`src/rtl/mitchell_mul_pipe.sv`:
```
// Pipelined Mitchell logarithmic approximate multiplier with valid/ready stall-all flow control.
// Optional macro MITCHELL_CORR_EN adds a 4x4 fraction-product correction in the s < 1 region.
module mitchell_mul_pipe #(
  parameter int WIDTH_A   = 16,
  parameter int WIDTH_B   = 16,
  parameter int WIDTH_MUL = 32,
  parameter int SIGNED    = 0,
  parameter int FRAC_W    = 15,
  parameter int TAG_W     = 4
) (
  input  logic                 clk,
  input  logic                 rst_n,
  input  logic                 in_valid,
  output logic                 in_ready,
  input  logic [WIDTH_A-1:0]   A,
  input  logic [WIDTH_B-1:0]   B,
  input  logic [TAG_W-1:0]     in_tag,
  output logic                 out_valid,
  input  logic                 out_ready,
  output logic [WIDTH_MUL-1:0] OUT,
  output logic [TAG_W-1:0]     out_tag
);

  localparam int KA_W = $clog2(WIDTH_A);
  localparam int KB_W = $clog2(WIDTH_B);
  localparam int K_W  = $clog2(WIDTH_A + WIDTH_B) + 1;
  localparam int M_W  = FRAC_W + 2;
  localparam int P_W  = WIDTH_MUL + FRAC_W + 2;

  generate
    if (WIDTH_MUL < WIDTH_A + WIDTH_B) begin : g_bad_mul_width
      $error("mitchell_mul_pipe: WIDTH_MUL must be >= WIDTH_A + WIDTH_B");
    end
    if (WIDTH_A < 4 || WIDTH_B < 4 || FRAC_W < 4) begin : g_bad_widths
      $error("mitchell_mul_pipe: WIDTH_A, WIDTH_B and FRAC_W must be >= 4");
    end
  endgenerate

  logic advance;
  assign advance  = ~out_valid | out_ready;
  assign in_ready = advance;

  // stage 1: sign, magnitude, zero detect
  logic                s1_valid, s1_sign, s1_zero;
  logic [WIDTH_A-1:0]  s1_ma;
  logic [WIDTH_B-1:0]  s1_mb;
  logic [TAG_W-1:0]    s1_tag;

  // stage 2: log form
  logic                s2_valid, s2_sign, s2_zero;
  logic [KA_W-1:0]     s2_ka;
  logic [KB_W-1:0]     s2_kb;
  logic [FRAC_W-1:0]   s2_fa, s2_fb;
  logic [TAG_W-1:0]    s2_tag;

  // stage 3: summed log as mantissa + shift
  logic                s3_valid, s3_sign, s3_zero;
  logic [M_W-1:0]      s3_mant;
  logic [K_W-1:0]      s3_shift;
  logic [TAG_W-1:0]    s3_tag;

  logic [WIDTH_A-1:0]  abs_a;
  logic [WIDTH_B-1:0]  abs_b;
  logic                in_sign, in_zero;

  always_comb begin
    abs_a   = A;
    abs_b   = B;
    in_sign = 1'b0;
    if (SIGNED != 0) begin
      if (A[WIDTH_A-1]) abs_a = -A;
      if (B[WIDTH_B-1]) abs_b = -B;
      in_sign = A[WIDTH_A-1] ^ B[WIDTH_B-1];
    end
    in_zero = (A == '0) | (B == '0);
  end

  logic [KA_W-1:0]     ka;
  logic [KB_W-1:0]     kb;
  logic [WIDTH_A-2:0]  frac_a;
  logic [WIDTH_B-2:0]  frac_b;
  logic [FRAC_W-1:0]   fa, fb;

  // Shifting the leading one out of the top leaves the fraction left-aligned;
  // appending FRAC_W zeros then right-shifting handles both truncation and padding.
  always_comb begin
    ka = '0;
    kb = '0;
    for (int unsigned i = 0; i < WIDTH_A; i++)
      if (s1_ma[i]) ka = KA_W'(i);
    for (int unsigned i = 0; i < WIDTH_B; i++)
      if (s1_mb[i]) kb = KB_W'(i);
    frac_a = (WIDTH_A-1)'(s1_ma << (KA_W'(WIDTH_A - 1) - ka));
    frac_b = (WIDTH_B-1)'(s1_mb << (KB_W'(WIDTH_B - 1) - kb));
    fa = FRAC_W'({frac_a, {FRAC_W{1'b0}}} >> (WIDTH_A - 1));
    fb = FRAC_W'({frac_b, {FRAC_W{1'b0}}} >> (WIDTH_B - 1));
  end

  logic [FRAC_W:0]   s_sum;
  logic              s_ge1;
  logic [FRAC_W-1:0] c_fix;
  logic [M_W-1:0]    mant;
  logic [K_W-1:0]    shift;

`ifdef MITCHELL_CORR_EN
  logic [7:0] c_prod;
  always_comb begin
    c_prod = 8'(s2_fa[FRAC_W-1 -: 4]) * 8'(s2_fb[FRAC_W-1 -: 4]);
    c_fix  = FRAC_W'({c_prod, {FRAC_W{1'b0}}} >> 8);
  end
`else
  assign c_fix = '0;
`endif

  always_comb begin
    s_sum = {1'b0, s2_fa} + {1'b0, s2_fb};
    s_ge1 = s_sum[FRAC_W];
    if (s_ge1)
      mant = {1'b0, s_sum};
    else
      mant = {2'b01, {FRAC_W{1'b0}}} + {1'b0, s_sum} + {2'b00, c_fix};
    shift = K_W'(s2_ka) + K_W'(s2_kb) + K_W'(s_ge1);
  end

  logic [WIDTH_MUL-1:0] mag, res;

  always_comb begin
    mag = WIDTH_MUL'((P_W'(s3_mant) << s3_shift) >> FRAC_W);
    if (s3_zero)
      res = '0;
    else if (s3_sign)
      res = -mag;
    else
      res = mag;
  end

  always_ff @(posedge clk or negedge rst_n) begin
    if (!rst_n) begin
      s1_valid  <= 1'b0;
      s1_sign   <= 1'b0;
      s1_zero   <= 1'b0;
      s1_ma     <= '0;
      s1_mb     <= '0;
      s1_tag    <= '0;
      s2_valid  <= 1'b0;
      s2_sign   <= 1'b0;
      s2_zero   <= 1'b0;
      s2_ka     <= '0;
      s2_kb     <= '0;
      s2_fa     <= '0;
      s2_fb     <= '0;
      s2_tag    <= '0;
      s3_valid  <= 1'b0;
      s3_sign   <= 1'b0;
      s3_zero   <= 1'b0;
      s3_mant   <= '0;
      s3_shift  <= '0;
      s3_tag    <= '0;
      out_valid <= 1'b0;
      OUT       <= '0;
      out_tag   <= '0;
    end else if (advance) begin
      s1_valid  <= in_valid;
      s1_sign   <= in_sign;
      s1_zero   <= in_zero;
      s1_ma     <= abs_a;
      s1_mb     <= abs_b;
      s1_tag    <= in_tag;
      s2_valid  <= s1_valid;
      s2_sign   <= s1_sign;
      s2_zero   <= s1_zero;
      s2_ka     <= ka;
      s2_kb     <= kb;
      s2_fa     <= fa;
      s2_fb     <= fb;
      s2_tag    <= s1_tag;
      s3_valid  <= s2_valid;
      s3_sign   <= s2_sign;
      s3_zero   <= s2_zero;
      s3_mant   <= mant;
      s3_shift  <= shift;
      s3_tag    <= s2_tag;
      out_valid <= s3_valid;
      if (s3_valid) begin
        OUT     <= res;
        out_tag <= s3_tag;
      end
    end
  end

endmodule

```
`config.mk`:
```
export PLATFORM = sky130hd
export DESIGN_NAME = mitchell_mul_pipe
export DESIGN_NICKNAME = d
export VERILOG_FILES = /design/src/rtl/mitchell_mul_pipe.sv
export SDC_FILE = /design/constraint.sdc
export NUM_CORES = 1
export LEC_CHECK = 0
export CORE_ASPECT_RATIO = 2
export CORE_MARGIN = 3
export CORE_UTILIZATION = 39
export CTS_CLUSTER_SIZE = 14
export DETAILED_ROUTE_END_ITERATION = 12
export PLACE_DENSITY_LB_ADDON = 0.25
export SLEW_MARGIN = 20
export SYNTH_ARGS = -nofsm -noshare
export SYNTH_HDL_FRONTEND = slang
export SYNTH_SLANG_ARGS = --single-unit
```
`constraint.sdc`:
```
create_clock -name clk -period 3.07 [get_ports clk]
set_input_delay 0.614 -clock clk [delete_from_list [all_inputs] [get_ports clk]]
set_output_delay 0.614 -clock clk [all_outputs]
set_load 0.02 [all_outputs]
```
==> impl_metrics.yaml <==
floorplanning:
  fp-row-count: 75
  dieArea_um2: 23500
  core_area_um2: 21110
  die_y_um: 213.8
  ioPinCount: 78
  initial_utilization_pct: 39.89
  die_x_um: 109.9
cells_and_area:
  final_nets: 1093
  fin_cells: 1314
  fillers: 2088
  multiInputGateArea_um2: 4437
  drive_above_1_share_pct: 10.43
  num_antenna_cells: 0
  syn_to_final_growth_pct: 20.78
  final_area_um2: 10170
  seqCellArea_um2: 3654
  post-route-util_pct: 48.18
routing:
  via_per_inst: 5.463
  drt_pass1_iterations: 4
  vias: 7178
  highest_layer: "met4"
  met3RoutedLength_um: 606
  routed_wl_um: 21960
  wl_per_cell_um: 16.71
  wl_met1_um: 7959
  drc_errors: 0
  drt_iter0_markers: 308
  routed-wl-met2_um: 12340
  postRouteAntennaNets: 0
worst_hold_path:
  hp-class: "input port to asynchronous set/reset pin"
global_route:
  grt.total_usage_pct: 19.43
  grt_pass1_wl_um: 35640
  grt_max_degree: 94
  overflow: 0
  grt_pass1_vias: 7046
  antenna_found_initial: 0
logic_synthesis:
  synth-adder-area-share_pct: 3.387
  netlist_top_cells_area: "dfrtp_1, nand2_1, mux2i_1, o21ai_0, nor2_1"
  synth_top_family_by_area: "simple AND/OR/NAND/NOR gates"
  muxShareOfSynthArea_pct: 8.393
  yosys_warnings: 0
  synth.top_cell.area_share_pct: 43.37
  yosysSeqAreaShare_pct: 43.37
  synthArstFlopShare_pct: 100.0
  synth_compound_area_share_pct: 19.65
  avgSynthCellArea_um2: 8.738
  synth_edf_count: 0
  synthesis.nets: 1025
  yosysTopAreaCell: "dfrtp_1"
  synth.distinct_cells: 73
  synth-seq-cells: 146
  synthSimpleGateAreaFrac_pct: 19.80
  synth-xor-area-share_pct: 1.144
  synth_cells: 964
  synth_area_um2: 8423
  synth_ff_type: "dfrtp_1"
sta:
  final_max_slew_viol_count: 0
  fmax_mhz: 342.7
  min_period_ps: 2918
  final_hold_viol_count: 0
  maxSlewHeadroom_pct: 38.63
  skew_ps: 8.624
  fin_tns_setup_ps: 0
  worstMarginPinSlew_ps: 920.5
  finalCritPeriodShare_pct: 95.05
  setup_viol: 0
  rsz0062_at_grt: "no"
placement:
  place_area_um2: 9507
  portBuffers: 77
  gp_congestion: 0.9321
  dp.cells: 1282
  place_hpwl_um: 16620
clock_tree:
  numCtsBuffers: 17
  clk_latency_ps: 420
  cts_tree: "built"
  clkTransAtPathRegs_ps: 60
  cts.htree.levels: 4
  clk_path_buf_depth: 2
  cts_setup_buffers: 0
  cts.sink_count: 146
  cts_root_buf: "clkbuf_16"
worst_setup_path:
  cp_data_arrival_time_ps: 3260
  startpoint_type: "register"
  cp-end-kind: "register"
  worstPathRequired_ps: 3410
  path_max_fanout: 2
  worstSetupPathType: "register to register"
pwr:
  irDropWorstVdd_uv: 436.0
  finalPower_uw: 12070
  p_leak_uw: 0.004494
  p_per_area_nw_per_um2: 1186
run:
  maxCapViolCount: 0
outcome:
  outcome: "complete, no violations"
[final timing paths]
check / endpoint / from / slack [ps] / cells past startpoint
max in group asynchronous: s3_mant[15]$_DFFE_PN0N_ / rst_n / 2110 / 2
setup / recovery: s3_shift[1]$_DFFE_PN0N_ / s2_fa[1]$_DFFE_PN0N_ / 150 / 12
hold reg to reg: s1_tag[0]$_DFFE_PN0N_ / s1_tag[0]$_DFFE_PN0N_ / 470 / 2
hold / removal: OUT[9]$_DFFE_PN0P_ / rst_n / 160 / 1
min in group clk: s1_tag[0]$_DFFE_PN0N_ / s1_tag[0]$_DFFE_PN0N_ / 470 / 2
setup reg to reg: s3_shift[1]$_DFFE_PN0N_ / s2_fa[1]$_DFFE_PN0N_ / 150 / 12
[report_power, final]
part	internal, uW	switching [uW]
Sequential	2720	698
Combinational	2720	3650
Clock	1460	815
Total	6900	5160
[area by class of cell]
type / instances / area share [%]
multi-input cells: 740 / 43.61
flip-flops and latches: 146 / 35.91
repair buffers: 106 / 9.974
clock buffers: 19 / 4.354
well taps: 269 / 3.308
clock inverters: 13 / 2.029
inverters: 21 / 0.8117
[placed cells by master, fill, tap and decap left out, drive strengths merged, types with 5 or more instances in the layout]
| cell | n |
|---|---|
| nand3 | 14 |
| nand2b | 8 |
| a22oi | 11 |
| nor3 | 12 |
| clkinv | 7 |
| dfrtp | 146 |
| a211oi | 10 |
| clkbuf | 19 |
| a221oi | 6 |
| o21ai | 79 |
| o22ai | 10 |
| o31ai | 9 |
| a21oi | 64 |
| buf | 30 |
| nor4 | 17 |
| ha | 18 |
| o21a | 6 |
| mux2 | 22 |
| nor2b | 16 |
| mux2i | 38 |
| a31oi | 8 |
| a21o | 9 |
| a22o | 11 |
| xor2 | 9 |
| inv | 20 |
| or3 | 5 |
| clkdlybuf4s50 | 76 |
| nor2 | 90 |
| nand2 | 220 |
| bufinv | 5 |
| o211ai | 6 |
[routing by layer]
| metal | vias up | global-route usage, % |
|---|---|---|
| li1 | 3545 | - |
| met1 | 3403 | 19.65 |
| met2 | 171 | 37.00 |
| met3 | 59 | 3.103 |
| met4 | 0 | 10.07 |
| met5 | - | 0 |
[synthesized netlist by cell type, types with 15 or more instances]
master	number
a21oi_1	61
ha_1	18
dfrtp_1	146
clkbuf_1	31
o21ai_0	72
nor2_1	88
mux2_2	19
nor4_1	15
mux2i_1	37
nand2_1	220
inv_1	18
nor2b_1	16
[stage by stage]
step	worst slack, ps	hold slack [ps]
2_1_floorplan	150.9	318.4
3_3_place_gp	-99.47	449.3
3_5_place_dp	-120.7	456.3
4_1_cts	2.298	170.7
5_1_grt	1.025	200.4
6_report	151.9	155.5
[worst max-delay path, stage by stage, from the launching register on]
cell	delay, ps
dfrtp_1	380
ha_1	320
a211oi_2	220
o21bai_1	110
a31o_2	280
a21oi_2	180
a21oi_1	80
a21oi_1	170
o21ai_1	110
fa_2	350
inv_1	80
fa_2	420
a21oi_1	130
[state kept, by name, indices dropped and copies added, names as in the netlist, 5 cells and up]
| register | count |
|---|---|
| s3_shift | 5 |
| s1_mb | 16 |
| OUT | 32 |
| s1_ma | 16 |
| s2_fb | 15 |
| s2_fa | 15 |
| s3_mant | 16 |
[repair_timing]
action                                  4_1_cts  5_1_grt
resized for setup                             2        5
endpoints found under the setup margin        4        4
pin swaps                                     0        5
hold buffers                                  0        0
[cells by family (layout without fill, tap and decap cells)]
family	Yosys count	after routing
buf+inv	78	159
compound gates	255	255
flops	146	146
fa+ha+maj	21	21
mux	63	63
simple gates	390	390
xor+xnor	11	11
Power figures use the tool's default switching activity.
